### src/rtl/mem_dec_depuncture.sv
// mem_dec_depuncture
// Receive-side depuncturer. Serial coded bits from the deinterleaver are
// collected in a bit FIFO and re-formed into (A,B) pairs for the Viterbi
// branch-metric unit. For the 2/3 and 3/4 rates, punctured positions are
// re-inserted as erasures.
//
// Ports
//   clk, reset      rising-edge clock, synchronous active-high reset
//   start           frame start: clears FIFO, phase and output stage, latches rate
//   rate[3:0]       SIGNAL RATE code, sampled only while start=1
//   in_valid/in_bit serial coded bit input; in_ready = !full
//   out_valid/out_ready  output pair handshake
//   out_a, out_b    depunctured pair (an erased position reads 0)
//   out_era[1:0]    [1]=A erased, [0]=B erased
//   overflow        sticky; a bit was offered while the FIFO was full
module mem_dec_depuncture #(
  parameter int DEPTH = 64,
  parameter int AW    = 6
) (
  input  logic       clk,
  input  logic       reset,
  input  logic       start,
  input  logic [3:0] rate,
  input  logic       in_valid,
  input  logic       in_bit,
  output logic       in_ready,
  output logic       out_valid,
  input  logic       out_ready,
  output logic       out_a,
  output logic       out_b,
  output logic [1:0] out_era,
  output logic       overflow
);

  typedef enum logic [1:0] {R12, R23, R34} code_rate_t;

  localparam logic [AW:0] DEPTH_C = (AW+1)'(DEPTH);

  logic              mem_q [DEPTH];
  logic [AW-1:0]     wptr_q, wptr_d;
  logic [AW-1:0]     rptr_q, rptr_d;
  logic [AW:0]       count_q, count_d;
  logic [1:0]        ph_q, ph_d;
  code_rate_t        rate_q, rate_d;
  logic              out_valid_q, out_valid_d;
  logic              out_a_q, out_a_d;
  logic              out_b_q, out_b_d;
  logic [1:0]        era_q, era_d;
  logic              ovf_q, ovf_d;

  logic              full, wr, load, mem_we;
  logic [AW-1:0]     mem_waddr;
  logic [AW:0]       need;
  logic [1:0]        ph_nxt;
  logic              bit0, bit1;

  function automatic code_rate_t decode_rate(input logic [3:0] code);
    case (code)
      4'b1101, 4'b0101, 4'b1001:          decode_rate = R12;
      4'b0001:                            decode_rate = R23;
      4'b1111, 4'b0111, 4'b1011, 4'b0011: decode_rate = R34;
      default:                            decode_rate = R12;
    endcase
  endfunction

  assign full     = (count_q == DEPTH_C);
  assign in_ready = !full;
  assign wr       = in_valid && !full;

  // Only the full-pair phase consumes two bits; 1/2 rate never leaves ph 0.
  assign need = (ph_q == 2'd0) ? (AW+1)'(2) : (AW+1)'(1);
  assign load = !start && (count_q >= need) && (!out_valid_q || out_ready);

  assign bit0 = mem_q[rptr_q];
  assign bit1 = mem_q[rptr_q + 1'b1];

  always_comb begin
    ph_nxt = 2'd0;
    case (rate_q)
      R23:     ph_nxt = (ph_q == 2'd0) ? 2'd1 : 2'd0;
      R34:     ph_nxt = (ph_q == 2'd2) ? 2'd0 : ph_q + 2'd1;
      default: ph_nxt = 2'd0;
    endcase
  end

  // A bit arriving with start becomes bit 0 of the new frame.
  assign mem_we    = start ? in_valid : wr;
  assign mem_waddr = start ? '0 : wptr_q;

  always_comb begin
    wptr_d      = wptr_q;
    rptr_d      = rptr_q;
    count_d     = count_q;
    ph_d        = ph_q;
    rate_d      = rate_q;
    out_valid_d = out_valid_q;
    out_a_d     = out_a_q;
    out_b_d     = out_b_q;
    era_d       = era_q;
    ovf_d       = ovf_q;
    if (start) begin
      wptr_d      = in_valid ? AW'(1) : '0;
      rptr_d      = '0;
      count_d     = in_valid ? (AW+1)'(1) : '0;
      ph_d        = 2'd0;
      rate_d      = decode_rate(rate);
      out_valid_d = 1'b0;
      out_a_d     = 1'b0;
      out_b_d     = 1'b0;
      era_d       = 2'b00;
      ovf_d       = 1'b0;
    end else begin
      if (in_valid && full) ovf_d = 1'b1;
      if (wr) wptr_d = wptr_q + 1'b1;
      if (load) begin
        rptr_d      = rptr_q + need[AW-1:0];
        out_valid_d = 1'b1;
        ph_d        = ph_nxt;
        case (ph_q)
          2'd1:    begin out_a_d = bit0; out_b_d = 1'b0; era_d = 2'b01; end
          2'd2:    begin out_a_d = 1'b0; out_b_d = bit0; era_d = 2'b10; end
          default: begin out_a_d = bit0; out_b_d = bit1; era_d = 2'b00; end
        endcase
      end else if (out_valid_q && out_ready) begin
        out_valid_d = 1'b0;
      end
      count_d = count_q + {{AW{1'b0}}, wr} - (load ? need : '0);
    end
  end

  always_ff @(posedge clk) begin
    if (mem_we) mem_q[mem_waddr] <= in_bit;
  end

  always_ff @(posedge clk) begin
    if (reset) begin
      wptr_q      <= '0;
      rptr_q      <= '0;
      count_q     <= '0;
      ph_q        <= 2'd0;
      rate_q      <= R12;
      out_valid_q <= 1'b0;
      out_a_q     <= 1'b0;
      out_b_q     <= 1'b0;
      era_q       <= 2'b00;
      ovf_q       <= 1'b0;
    end else begin
      wptr_q      <= wptr_d;
      rptr_q      <= rptr_d;
      count_q     <= count_d;
      ph_q        <= ph_d;
      rate_q      <= rate_d;
      out_valid_q <= out_valid_d;
      out_a_q     <= out_a_d;
      out_b_q     <= out_b_d;
      era_q       <= era_d;
      ovf_q       <= ovf_d;
    end
  end

  assign out_valid = out_valid_q;
  assign out_a     = out_a_q;
  assign out_b     = out_b_q;
  assign out_era   = era_q;
  assign overflow  = ovf_q;

endmodule

### config.mk
export PLATFORM = sky130hd
export DESIGN_NAME = mem_dec_depuncture
export DESIGN_NICKNAME = d
export VERILOG_FILES = /design/src/rtl/mem_dec_depuncture.sv
export SDC_FILE = /design/constraint.sdc
export NUM_CORES = 1
export LEC_CHECK = 0
export BUFFER_PORTS_ARGS = -buffer_cell sky130_fd_sc_hd__buf_2
export CAP_MARGIN = 25
export CORE_MARGIN = 1
export CORE_UTILIZATION = 67
export CTS_CLUSTER_DIAMETER = 200
export DETAILED_ROUTE_END_ITERATION = 10
export MAX_ROUTING_LAYER = met4
export PLACE_DENSITY = 0.9
export SLEW_MARGIN = 10
export SYNTH_ARGS = -nofsm -noshare
export SYNTH_HDL_FRONTEND = slang
export SYNTH_SLANG_ARGS = --single-unit
### constraint.sdc
create_clock -name clk -period 5.5 [get_ports clk]
set_input_delay 0.275 -clock clk [delete_from_list [all_inputs] [get_ports clk]]
set_output_delay 0.275 -clock clk [all_outputs]
set_load 0.02 [all_outputs]
==> results of run 1 <==
per-stage QoR:
stage | util (%) | total power [mW]
3_5_place_dp | 71.3 | 1.47
2_1_floorplan | - | 1.34
3_3_place_gp | 71.0 | 1.44
5_1_grt | 73.9 | 2.04
6_report | 73.9 | 1.94
4_1_cts | 73.9 | 1.94
layout by cell type (no fill, tap or decap), types with 4 or more instances in the layout:
master | Yosys | final
xor2_1 | 5 | 5
ha_1 | 26 | 26
xnor2_1 | 9 | 9
nand3_1 | 16 | 16
nand2_1 | 23 | 23
clkbuf_8 | 0 | 9
inv_1 | 22 | 22
nor4_1 | 4 | 4
mux2i_1 | 17 | 17
nand3b_1 | 6 | 6
o21ai_0 | 4 | 4
edfxtp_1 | 64 | 64
buf_2 | 4 | 16
a21oi_1 | 18 | 18
nor2_1 | 95 | 95
nor2b_1 | 10 | 10
mux4_1 | 4 | 4
or3_1 | 6 | 6
mux4_2 | 26 | 26
dfxtp_1 | 35 | 35
nor3_1 | 10 | 10
o2111ai_1 | 5 | 5
nor3b_1 | 5 | 5
layout make-up:
| cell class | count | share of cell area (%) |
|---|---|---|
| Clock inverter | 7 | 1.31 |
| Inverter | 23 | 1.51 |
| Tap cell | 102 | 2.24 |
| Timing Repair Buffer | 18 | 2.02 |
| Clock buffer | 9 | 2.17 |
| Multi-Input combinational cell | 323 | 44.8 |
| Sequential cell | 99 | 45.9 |
power by group through the flow:
stage / clock [mW] / sequential [mW] / combinational, mW
5_1_grt: 0.502 / 0.856 / 0.678
3_3_place_gp: 0 / 0.874 / 0.562
3_5_place_dp: 0 / 0.867 / 0.605
4_1_cts: 0.476 / 0.850 / 0.609
6_report: 0.477 / 0.850 / 0.612
2_1_floorplan: 0 / 0.858 / 0.486
layer usage:
metal  GRT usage (%)  wire, microns  up-vias
li1                -              -     1723
met2            50.1           5880      190
met1            37.8           4570     1809
met5               -              0        -
met3            4.94            885       33
met4            11.5            305        0
cells by family (layout without fill, tap and decap cells):
logic type	after synthesis	count (layout)	share of synthesized area [%]
AND/OR/NAND/NOR	186	186	16.0
buffers and inverters	48	57	3.68
flip-flops	99	99	48.8
XOR/XNOR	15	15	2.58
adder cells (fa/ha/maj)	28	28	6.79
multiplexers	47	47	16.0
AO/OA/AOI/OAI	47	47	6.16
flip-flops by register name, indices dropped and copies added (netlist names), named ones only:
| register | flops |
|---|---|
| wptr_q | 6 |
| overflow | 1 |
| out_a | 1 |
| mem_q | 64 |
| ph_q | 2 |
| out_b | 1 |
| out_valid | 1 |
| rate_q | 2 |
| rptr_q | 6 |
| count_q | 7 |
| out_era | 2 |
worst max-delay path, delay by kind of cell (launching register included):
kind,cells,cell delay [ns]
adders and majority gates,4,1.18
AOI/OAI and AO/OA,5,1.01
and+or+nand+nor,5,0.78
buffers and inverters,3,0.48
DFF,1,0.34
xor gates and xnor gates,1,0.13
worst max path at each step:
stage | end | slack (ns) | cells past startpoint
2_1_floorplan | count_q[6]$_SDFF_PP0_ | 1.74 | 20
3_3_place_gp | count_q[6]$_SDFF_PP0_ | 1.65 | 18
3_5_place_dp | count_q[6]$_SDFF_PP0_ | 1.47 | 18
4_1_cts | count_q[6]$_SDFF_PP0_ | 1.46 | 18
5_1_grt | count_q[6]$_SDFF_PP0_ | 1.14 | 18
6_report | count_q[6]$_SDFF_PP0_ | 1.44 | 18
==> tab_implementation.tex, run 1 <==
\begin{tabular}{lr}
\hline
Metric & Value \\
\hline
\multicolumn{2}{l}{\textbf{Logic synthesis}} \\
Area leader, netlist & edfxtp\_1 \\
Fraction of synthesized cell area taken by the top area cell type & 35.7\% \\
Top flip-flop cell by instance count after synthesis & edfxtp\_1 \\
Synth Net Count & 508 \\
Sequential cell area fraction in the yosys report & 48.8\% \\
Share of flip-flops with an asynchronous set or reset after synthesis & 0\% \\
Post-synthesis instance area & between 0.005 and 0.006 sq mm \\
Leading post-synthesis cells by instance count & nor2\_1, edfxtp\_1, dfxtp\_1 \\
Cell with the most instances after synthesis & nor2\_1 \\
Cell count after synthesis & 470 \\
YS warnings & 0 \\
Post-Synthesis Mean Instance Area & 11.4 sq um \\
Number of enable-type register cells in the synthesized netlist & 64 \\
Number of library cell types mapped by synthesis & 50 \\
Top post-synthesis cells by area & edfxtp\_1, dfxtp\_1, mux4\_2, nor2\_1, ha\_1 \\
Flop and latch count out of synthesis & a little under 100 \\
\multicolumn{2}{l}{\textbf{Worst setup path}} \\
R2R setup slack & 1.44 ns \\
Count of cells along the worst register-to-register path & 18 \\
Destination of the worst register-to-register timing path & count\_q[6]\$\_SDFF\_PP0\_ \\
Critical path cell sequence & inv\_1, ha\_1, inv\_1, ha\_1, or3b\_2, o221ai\_1, a31o\_2, inv\_1, nand2\_1, ha\_1, fa\_1, a21oi\_1, o21bai\_1, a21oi\_1, nor2\_1, nor2\_1, xnor2\_1, nor2\_1 \\
Endpoint arrival time on the critical path & 4.30 ns \\
CP peak stage delay & 0.47 ns \\
Kind of start point of the critical path & flop \\
Worst R2R Start & ph\_q[1]\$\_SDFFE\_PP0N\_ \\
Max stage delay cell, worst path & fa\_1 \\
Worst EP required & between 5 and 6 ns \\
Critical path endpoint category & flop \\
Launch point of the critical path & ph\_q[1]\$\_SDFFE\_PP0N\_ \\
Worst Path Max Fanout & 17 \\
Critical path start-end classification & reg2reg \\
\multicolumn{2}{l}{\textbf{Layout}} \\
Footprint of the multi-input gates & 0.00256 sq mm \\
Sequential cell area & between 0.002 and 0.003 sq mm \\
Final std cells w/o fill & a little under 600 \\
Total number of nets in the final design & about 510 \\
Diode count & 0 \\
Summed area of non-filler cells in the final layout & 0.00571 sq mm \\
Synthesis-to-layout area growth & 6.14\% \\
Number of filler cells placed in the layout & 496 \\
Fraction of final layout cells with drive strength greater than 1 & 13.8\% \\
\multicolumn{2}{l}{\textbf{Placement}} \\
HPWL reported at the end of detailed placement & 8290 microns \\
Post-Place Worst Slack & 1.47 ns \\
Count of placed standard cells including taps & 565 \\
Final RePlAce weighted congestion & 0.846 \\
Placed inst area & around 0.0055 sq mm \\
Port buffer count & 16 \\
\multicolumn{2}{l}{\textbf{GRT}} \\
Overall global routing resource usage & 30.3\% \\
Largest net degree at the start of global routing & 65 \\
Antenna violations before repair & 0 \\
Via count of the first global-routing pass & 3653 \\
First-pass GRT wire length & 18500 microns \\
Final global-route overflow total & 0 \\
\multicolumn{2}{l}{\textbf{Power}} \\
Total leakage power & around 1.9 nW \\
Sequential share of power & 43.8\% \\
Combinational cell fraction of total power & about a third \\
Pint & 1.31 mW \\
Clock Power Share & 24.6\% \\
Switching power summed over all nets & 0.629 mW \\
Worst VDD drop & between 0.4 and 0.5 mV \\
Switching share of power & 32.5\% \\
Pwr dens & 340 mW/mm\^{}2 \\
\multicolumn{2}{l}{\textbf{Clocking}} \\
Number of levels the H-tree was split into & 3 \\
Clock Latency Late Sink & 0.37 ns \\
Count of clock tree sinks & 99 \\
Clock tree root buffer cell & clkbuf\_8 \\
Post-CTS Setup Inserts & 0 \\
Hold Buf Count CTS & 0 \\
Quantity of gates resized following cts & 0 \\
TritonCTS clock tree & yes \\
Largest buffer count on any clock path & 2 \\
CTS clock-pin slew for the worst setup and hold paths & 0.09 ns \\
Clock buffers created by TritonCTS & 9 \\
\multicolumn{2}{l}{\textbf{Min path}} \\
Hold-critical path depth & 2 \\
Hold\_sp & reset \\
Hold endpoint & wptr\_q[0]\$\_SDFFE\_PP0P\_ \\
Hold Path Class & in2reg \\
\multicolumn{2}{l}{\textbf{Status}} \\
Outcome & finished clean \\
\multicolumn{2}{l}{\textbf{STA}} \\
Period utilisation layout & around three quarters \\
Timing-limited maximum frequency & $\sim$250 MHz \\
Clk\_skew & 0.00691 ns \\
Final sum of negative setup slack & 0 ns \\
Tightest hold margin & 0.143 ns \\
Max transition margin & 38.0\% \\
Pins over their slew limit & 0 \\
Number of hold-slack violations in the final timing report & 0 \\
Final WS setup & 1.44 ns \\
Transition at the pin with the smallest max-transition slack & 0.930 ns \\
Final Critical Period & roughly 4 ns \\
Setup repair after global routing missed its margin & false \\
Total of endpoints with negative setup slack in the final report & 0 \\
\multicolumn{2}{l}{\textbf{Drt}} \\
Routed vias & 3755 \\
Drt initial violations & approximately 330 \\
Remaining number of nets flagged by the antenna check after routing & 0 \\
DRC violations left & 0 \\
Drt pass-1 iters & 6 \\
Final wirelength & 11600 microns \\
Average wire per standard cell & around 20 microns \\
Mean number of vias per cell & approximately 6.5 \\
\multicolumn{2}{l}{\textbf{Flow run}} \\
Max capacitance violation total & 0 \\
\multicolumn{2}{l}{\textbf{Floorplanning}} \\
Starting Density & a little over two thirds \\
I/O pins & 17 \\
Area of the core & 0.00773 sq mm \\
Die width & between 90 and 100 microns \\
Site row count & 32 \\
DIE AREA & 0.00839 sq mm \\
Vertical die dimension & a little over 90 microns \\
\hline
\end{tabular}
Power figures use the tool's default switching activity.
==> run 2: changes to the inputs <==
--- a/config.mk
+++ b/config.mk
@@ -8,11 +8,11 @@
 export BUFFER_PORTS_ARGS = -buffer_cell sky130_fd_sc_hd__buf_2
 export CAP_MARGIN = 25
 export CORE_MARGIN = 1
-export CORE_UTILIZATION = 67
+export CORE_UTILIZATION = 62
 export CTS_CLUSTER_DIAMETER = 200
 export DETAILED_ROUTE_END_ITERATION = 10
 export MAX_ROUTING_LAYER = met4
-export PLACE_DENSITY = 0.9
+export PLACE_DENSITY = 0.85
 export SLEW_MARGIN = 10
 export SYNTH_ARGS = -nofsm -noshare
 export SYNTH_HDL_FRONTEND = slang
==> constraint.sdc (replaced) <==
create_clock -name clk -period 3.74 [get_ports clk]
set_input_delay 0.187 -clock clk [delete_from_list [all_inputs] [get_ports clk]]
set_output_delay 0.187 -clock clk [all_outputs]
set_load 0.02 [all_outputs]
==> run 2 against run 1 <==
Final cell count increased by 1.5%. Setup slack worse by 1.2 ns. Fmax increased by 17%. Clock power increased by 30%. Flip-flop and latch count unchanged. Core utilization decreased by 4.9 points. Worst hold slack worse by 0.078 ns. Sequential power rose by 46%.
==> tab_implementation.tex, run 2 (synthesized netlist as in run 1, its figures left out) <==
\begin{tabular}{lr}
\hline
Metric & Value \\
\hline
\multicolumn{2}{l}{\textbf{Status}} \\
Outcome & finished clean \\
\multicolumn{2}{l}{\textbf{STA}} \\
Setup repair after global routing missed its margin & false \\
Transition at the pin with the smallest max-transition slack & 0.991 ns \\
Timing-limited maximum frequency & 287 MHz \\
Final Critical Period & about 3.5 ns \\
Number of hold-slack violations in the final timing report & 0 \\
Tightest hold margin & between 0.06 and 0.07 ns \\
Clk\_skew & 0.0103 ns \\
Pins over their slew limit & 0 \\
Max transition margin & 33.5\% \\
Period utilisation layout & $\sim$93\% \\
Final sum of negative setup slack & 0 ns \\
Total of endpoints with negative setup slack in the final report & 0 \\
\multicolumn{2}{l}{\textbf{Worst setup path}} \\
Worst Path Max Fanout & 4 \\
Kind of start point of the critical path & flop \\
Endpoint arrival time on the critical path & 3.74 ns \\
Worst EP required & 4.00 ns \\
R2R setup slack & approximately 0.26 ns \\
Destination of the worst register-to-register timing path & count\_q[6]\$\_SDFF\_PP0\_ \\
Critical path start-end classification & reg2reg \\
Worst R2R Start & ph\_q[0]\$\_SDFFE\_PP0N\_ \\
Critical path endpoint category & flop \\
Count of cells along the worst register-to-register path & 19 \\
\multicolumn{2}{l}{\textbf{Drt}} \\
Remaining number of nets flagged by the antenna check after routing & 0 \\
Routed vias & 3784 \\
M1 wire length & approximately 4700 microns \\
Drt pass-1 iters & 5 \\
Length of routed met2 wiring & 5830 microns \\
Mean number of vias per cell & 6.41 \\
Met3 wire length & 855 microns \\
Top metal layer carrying routed signals & met4 \\
DRC violations left & 0 \\
Final wirelength & 11700 microns \\
Average wire per standard cell & 19.8 microns \\
Drt initial violations & 371 \\
\multicolumn{2}{l}{\textbf{Min path}} \\
Hold Path Class & in2reg \\
Hold\_sp & reset \\
Hold-critical path depth & 2 \\
Hold endpoint & rate\_q[1]\$\_SDFFE\_PP0P\_ \\
\multicolumn{2}{l}{\textbf{Placement}} \\
HPWL reported at the end of detailed placement & 8180 microns \\
Final RePlAce weighted congestion & 0.864 \\
Port buffer count & 16 \\
\multicolumn{2}{l}{\textbf{Clocking}} \\
TritonCTS clock tree & yes \\
CTS clock-pin slew for the worst setup and hold paths & 0.10 ns \\
Number of levels the H-tree was split into & 3 \\
Clock buffers created by TritonCTS & 9 \\
Clock tree root buffer cell & clkbuf\_8 \\
Post-CTS Setup Inserts & 0 \\
Clock Latency Late Sink & 0.38 ns \\
Count of clock tree sinks & slightly below 100 \\
Hold Buf Count CTS & 0 \\
Largest buffer count on any clock path & 2 \\
\multicolumn{2}{l}{\textbf{Layout}} \\
Total number of nets in the final design & 518 \\
Fraction of final layout cells with drive strength greater than 1 & between 15 and 20\% \\
Max reg flops & 64 \\
Biggest registers after layout & mem\_q (64), count\_q (7) \\
Register bank with the most flops & mem\_q \\
Diode count & 0 \\
Synthesis-to-layout area growth & 6.49\% \\
Most common library cell in the layout ignoring fill and taps & nor2\_1 \\
Top library cells by usage in the layout, fill and taps aside & nor2\_1, edfxtp\_1, dfxtp\_1 \\
\multicolumn{2}{l}{\textbf{Floorplanning}} \\
Starting Density & 64.8\% \\
Vertical die dimension & 95.1 microns \\
Area of the core & 0.00830 sq mm \\
DIE AREA & 0.00905 sq mm \\
Site row count & 33 \\
Die width & 95.1 microns \\
I/O pins & 17 \\
\multicolumn{2}{l}{\textbf{GRT}} \\
Antenna violations before repair & 0 \\
Overall global routing resource usage & 28.6\% \\
First-pass GRT wire length & 18500 microns \\
Final global-route overflow total & 0 \\
Largest net degree at the start of global routing & 65 \\
Via count of the first global-routing pass & 3631 \\
\multicolumn{2}{l}{\textbf{Power}} \\
Worst VDD drop & 0.717 mV \\
Total leakage power & around 1.9 nW \\
Pwr dens & around 500 mW/mm\^{}2 \\
\multicolumn{2}{l}{\textbf{Flow run}} \\
Max capacitance violation total & 0 \\
\hline
\end{tabular}
## run 2: cell types whose count changed in the layout (fill, tap and decap cells not counted), sizes merged
| cell | delta |
|---|---|
| clkinv | +2 |
| inv | -1 |
| bufinv | -1 |
| buf | +6 |
## run 2: per-layer routing
metal / global-route usage, % / vias to the layer above
met5: - / -
met4: 9.85 / 0
met3: 5.50 / 32
met2: 46.0 / 187
met1: 36.5 / 1832
li1: - / 1733
## run 2: timing repair
action / in CTS / in global routing
setup endpoints to repair: 0 / 2
endpoints found under the hold margin: 0 / 0
resized for setup: 0 / 6
## run 2: how the worst max path moves through the flow
stage                         startpoint                     to  slack (ns)  depth (start not counted)
floorplan           ph_q[0]$_SDFFE_PP0N_  count_q[6]$_SDFF_PP0_        0.09                         20
global placement    ph_q[1]$_SDFFE_PP0N_  count_q[6]$_SDFF_PP0_        0.23                         19
detailed placement  ph_q[0]$_SDFFE_PP0N_  count_q[6]$_SDFF_PP0_        0.07                         19
CTS                 ph_q[0]$_SDFFE_PP0N_  count_q[6]$_SDFF_PP0_        0.03                         19
global route        ph_q[0]$_SDFFE_PP0N_  count_q[6]$_SDFF_PP0_        0.04                         19
finish              ph_q[0]$_SDFFE_PP0N_  count_q[6]$_SDFF_PP0_        0.26                         19
## run 2: layout make-up
type | count | area (sq um)
Fill cell | 598 | 2570
Sequential cell | 99 | 2620
Inverter | 23 | 86.3
Multi-Input combinational cell | 323 | 2580
Tap cell | 105 | 131
Clock inverter | 7 | 43.8
Clock buffer | 9 | 124
Timing Repair Buffer | 24 | 140
## run 2: power breakdown
group	switching (mW)	leakage (nW)	internal (mW)
clock network	0.383	0.0830	0.239
registers	0.0348	0.859	1.21
logic	0.523	0.969	0.431
## run 2: critical path: stages, from the launching register on
cell and delay, ns:
dfxtp_1 0.36, inv_2 0.09, ha_4 0.16, inv_1 0.06, buf_4 0.15, ha_1 0.26
nand2_1 0.04, or3_1 0.33, a31o_2 0.27, inv_1 0.08, nand2_1 0.06, ha_1 0.32
fa_2 0.41, a21oi_1 0.15, o21bai_1 0.11, a21oi_1 0.16, nor2_1 0.05, nor2_1 0.10
xnor2_1 0.13, nor2_1 0.06
## run 2: per-stage QoR
stage | cell area [sq um] | power [mW] | std cells | utilization [%] | worst slack (ns)
6_report | 5730 | 2.82 | 590 | 69.0 | 0.259
5_1_grt | 5730 | 2.97 | 590 | 69.0 | 0.0358
4_1_cts | 5710 | 2.79 | 590 | 68.8 | 0.0335
3_5_place_dp | 5540 | 2.19 | 574 | 66.7 | 0.0746
3_3_place_gp | 5540 | 2.16 | 574 | 66.7 | 0.225
2_1_floorplan | 5380 | 1.98 | 470 | - | 0.0867
==> run 3: changes to the inputs <==
--- a/config.mk
+++ b/config.mk
@@ -8,11 +8,11 @@
 export BUFFER_PORTS_ARGS = -buffer_cell sky130_fd_sc_hd__buf_2
 export CAP_MARGIN = 25
 export CORE_MARGIN = 1
-export CORE_UTILIZATION = 62
+export CORE_UTILIZATION = 67
 export CTS_CLUSTER_DIAMETER = 200
 export DETAILED_ROUTE_END_ITERATION = 10
 export MAX_ROUTING_LAYER = met4
-export PLACE_DENSITY = 0.85
+export PLACE_DENSITY = 0.9
 export SLEW_MARGIN = 10
 export SYNTH_ARGS = -nofsm -noshare
 export SYNTH_HDL_FRONTEND = slang
==> constraint.sdc (replaced) <==
create_clock -name clk -period 4.1 [get_ports clk]
set_input_delay 0.205 -clock clk [delete_from_list [all_inputs] [get_ports clk]]
set_output_delay 0.205 -clock clk [all_outputs]
set_load 0.02 [all_outputs]
==> run 3 against run 2 <==
Flip-flop and latch count did not move. Critical path depth decreased by 1. Clock-buffer cell count is 2 higher. Routed wire length shrank 4.2%. Core utilization is 4.6 points higher. Setup slack better by 0.029 ns. Register-to-register slack improved by 0.03 ns. First-iteration DRC count increased by 10%. Final cell count down 1.2%. Via count fell by 1.1%. Global-route usage is 1.5 points higher. Non-clock buffer count is 4 lower. Largest cell class unchanged.
==> tab_implementation.tex, run 3 (synthesized netlist as in run 1, its figures left out) <==
\begin{tabular}{lr}
\hline
Metric & Value \\
\hline
\multicolumn{2}{l}{\textbf{Drt}} \\
Mean number of vias per cell & 6.42 \\
Routed vias & 3741 \\
DRC violations left & 0 \\
Final wirelength & about 11000 microns \\
Remaining number of nets flagged by the antenna check after routing & 0 \\
Drt pass-1 iters & 5 \\
Drt initial violations & $\sim$400 \\
Average wire per standard cell & 19.2 microns \\
\multicolumn{2}{l}{\textbf{STA}} \\
Tightest hold margin & between 0.08 and 0.09 ns \\
Total of endpoints with negative setup slack in the final report & 0 \\
Pins over their slew limit & 0 \\
Clk\_skew & 0.00994 ns \\
Transition at the pin with the smallest max-transition slack & around 0.95 ns \\
Period utilisation layout & 93.0\% \\
Max transition margin & a little over a third \\
Number of hold-slack violations in the final timing report & 0 \\
Timing-limited maximum frequency & between 200 and 300 MHz \\
Final Critical Period & 3.81 ns \\
Final WS setup & 0.288 ns \\
\multicolumn{2}{l}{\textbf{Placement}} \\
Port buffer count & 16 \\
Placed inst area & 0.00551 sq mm \\
HPWL reported at the end of detailed placement & slightly below 8000 microns \\
Final RePlAce weighted congestion & approximately 0.85 \\
Post-Place Worst Slack & 0.288 ns \\
\multicolumn{2}{l}{\textbf{Floorplanning}} \\
Site row count & 32 \\
Die width & 91.6 microns \\
Area of the core & 0.00773 sq mm \\
I/O pins & 17 \\
DIE AREA & approximately 0.0084 sq mm \\
Vertical die dimension & 91.6 microns \\
Starting Density & 69.6\% \\
\multicolumn{2}{l}{\textbf{GRT}} \\
Overall global routing resource usage & 30.1\% \\
Largest net degree at the start of global routing & 65 \\
Final global-route overflow total & 0 \\
First-pass GRT wire length & 18300 microns \\
Antenna violations before repair & 0 \\
Via count of the first global-routing pass & 3628 \\
\multicolumn{2}{l}{\textbf{Clocking}} \\
Clock Latency Late Sink & 0.38 ns \\
CTS clock-pin slew for the worst setup and hold paths & 0.09 ns \\
Largest buffer count on any clock path & 2 \\
TritonCTS clock tree & yes \\
Clock tree root buffer cell & clkbuf\_8 \\
Count of clock tree sinks & 99 \\
Number of levels the H-tree was split into & 3 \\
Clock buffers created by TritonCTS & 9 \\
\multicolumn{2}{l}{\textbf{Layout}} \\
Fraction of final layout cells with drive strength greater than 1 & 14.3\% \\
Biggest registers after layout & mem\_q (64), count\_q (7) \\
Most common library cell in the layout ignoring fill and taps & nor2\_1 \\
Top library cells by usage in the layout, fill and taps aside & nor2\_1, edfxtp\_1, dfxtp\_1 \\
Register bank with the most flops & mem\_q \\
Footprint of the multi-input gates & around 0.0026 sq mm \\
Synthesis-to-layout area growth & 5.70\% \\
Diode count & 0 \\
Max reg flops & 64 \\
Total number of nets in the final design & 514 \\
Summed area of non-filler cells in the final layout & around 0.0057 sq mm \\
Sequential cell area & 0.00262 sq mm \\
Number of filler cells placed in the layout & 507 \\
\multicolumn{2}{l}{\textbf{Power}} \\
Worst VDD drop & 0.611 mV \\
Pwr dens & approximately 450 mW/mm\^{}2 \\
Switching share of power & 33.3\% \\
Clock Power Share & between 20\% and 30\% \\
Combinational cell fraction of total power & 33.1\% \\
Final total power & around 2.6 mW \\
Total leakage power & 1.88 nW \\
Switching power summed over all nets & $\sim$0.85 mW \\
Sequential share of power & 44.8\% \\
Pint & 1.71 mW \\
\multicolumn{2}{l}{\textbf{Worst setup path}} \\
Worst R2R Start & ph\_q[0]\$\_SDFFE\_PP0N\_ \\
Critical path endpoint & count\_q[6]\$\_SDFF\_PP0\_ \\
CP peak stage delay & 0.47 ns \\
Cell depth of the worst setup path & 18 \\
Worst EP required & about 4.4 ns \\
Critical path cell sequence & inv\_1, ha\_2, inv\_1, ha\_1, nand2\_1, or3\_1, a31o\_2, inv\_1, nand2\_1, ha\_1, fa\_1, a21oi\_1, o21bai\_1, a21oi\_1, nor2\_1, nor2\_1, xnor2\_1, nor2\_1 \\
Kind of start point of the critical path & flop \\
Count of cells along the worst register-to-register path & 18 \\
Max stage delay cell, worst path & fa\_1 \\
Destination of the worst register-to-register timing path & count\_q[6]\$\_SDFF\_PP0\_ \\
Critical path's top delay family & adder cells \\
Critical path endpoint category & flop \\
R2R setup slack & between 0.2 and 0.3 ns \\
Worst Path Max Fanout & 8 \\
Buf/Inv on CP & 3 \\
Critical path start-end classification & reg2reg \\
Endpoint arrival time on the critical path & 4.07 ns \\
Launch point of the critical path & ph\_q[0]\$\_SDFFE\_PP0N\_ \\
\multicolumn{2}{l}{\textbf{Status}} \\
Outcome & finished clean \\
\multicolumn{2}{l}{\textbf{Flow run}} \\
Max capacitance violation total & 0 \\
\multicolumn{2}{l}{\textbf{Min path}} \\
Hold Path Class & in2reg \\
Hold\_sp & reset \\
\hline
\end{tabular}
-- run 3: cell count changes in the layout (fill, tap and decap cells not counted), sizes merged --
cell      previous run  this run
buf                 24        20
clkbuf               9        11
clkinv               4         2
clkinvlp             2         3
inv                 24        23
-- run 3: cell type report --
class	count	share of cell area (%)
flip-flops and latches	99	46.1
multi-input cells	323	45.2
clock buffers	11	2.31
well taps	102	2.24
repair buffers	20	1.94
inverters	23	1.52
clock inverters	5	0.704
-- run 3: timing repair --
action                     4_1_cts  5_1_grt
resized for setup                0        2
setup buffers                    0        0
setup endpoints to repair        0        1
hold buffers                     0        0
-- run 3: per-layer routing --
layer,vias to the layer above,share of wire [%],GRT usage (%)
li1,1725,-,-
met1,1829,40,39.0
met2,165,50,48.0
met3,22,7.4,4.10
met4,0,2.2,13.0
met5,-,0,-
-- run 3: through the flow --
stage | std cells | utilization [%] | setup TNS, ns
after floorplan | 470 | - | 0
after global placement | 567 | 71.2 | 0
after detailed placement | 567 | 71.2 | 0
after CTS | 583 | 73.5 | 0
after global routing | 583 | 73.6 | -0.00608
final | 583 | 73.6 | 0
-- run 3: how the worst min path moves through the flow --
| stage | to | slack, ns | cells after the start |
|---|---|---|---|
| 4_1_cts | count_q[0]$_SDFF_PP0_ | 0.08 | 2 |
| 6_report | wptr_q[0]$_SDFFE_PP0P_ | 0.09 | 2 |
| 2_1_floorplan | rate_q[1]$_SDFFE_PP0P_ | 0.27 | 1 |
| 3_3_place_gp | out_era[0]$_SDFFE_PP0N_ | 0.44 | 2 |
| 5_1_grt | wptr_q[0]$_SDFFE_PP0P_ | 0.09 | 2 |
| 3_5_place_dp | out_era[0]$_SDFFE_PP0N_ | 0.45 | 2 |
-- run 3: power by group through the flow --
stage | clock network, mW | logic [mW] | registers [mW]
2_1_floorplan | 0 | 0.652 | 1.15
3_3_place_gp | 0 | 0.776 | 1.17
3_5_place_dp | 0 | 0.825 | 1.17
4_1_cts | 0.566 | 0.832 | 1.15
5_1_grt | 0.603 | 0.950 | 1.15
6_report | 0.565 | 0.847 | 1.15
-- run 3: worst register-to-register path, delay by kind of cell, from the launching register on --
family,cells,cell delay [ns]
DFF,1,0.36
xor gates and xnor gates,1,0.13
AOI/OAI and AO/OA,4,0.70
buffers and inverters,3,0.44
and+or+nand+nor,6,0.71
adders and majority gates,4,1.35
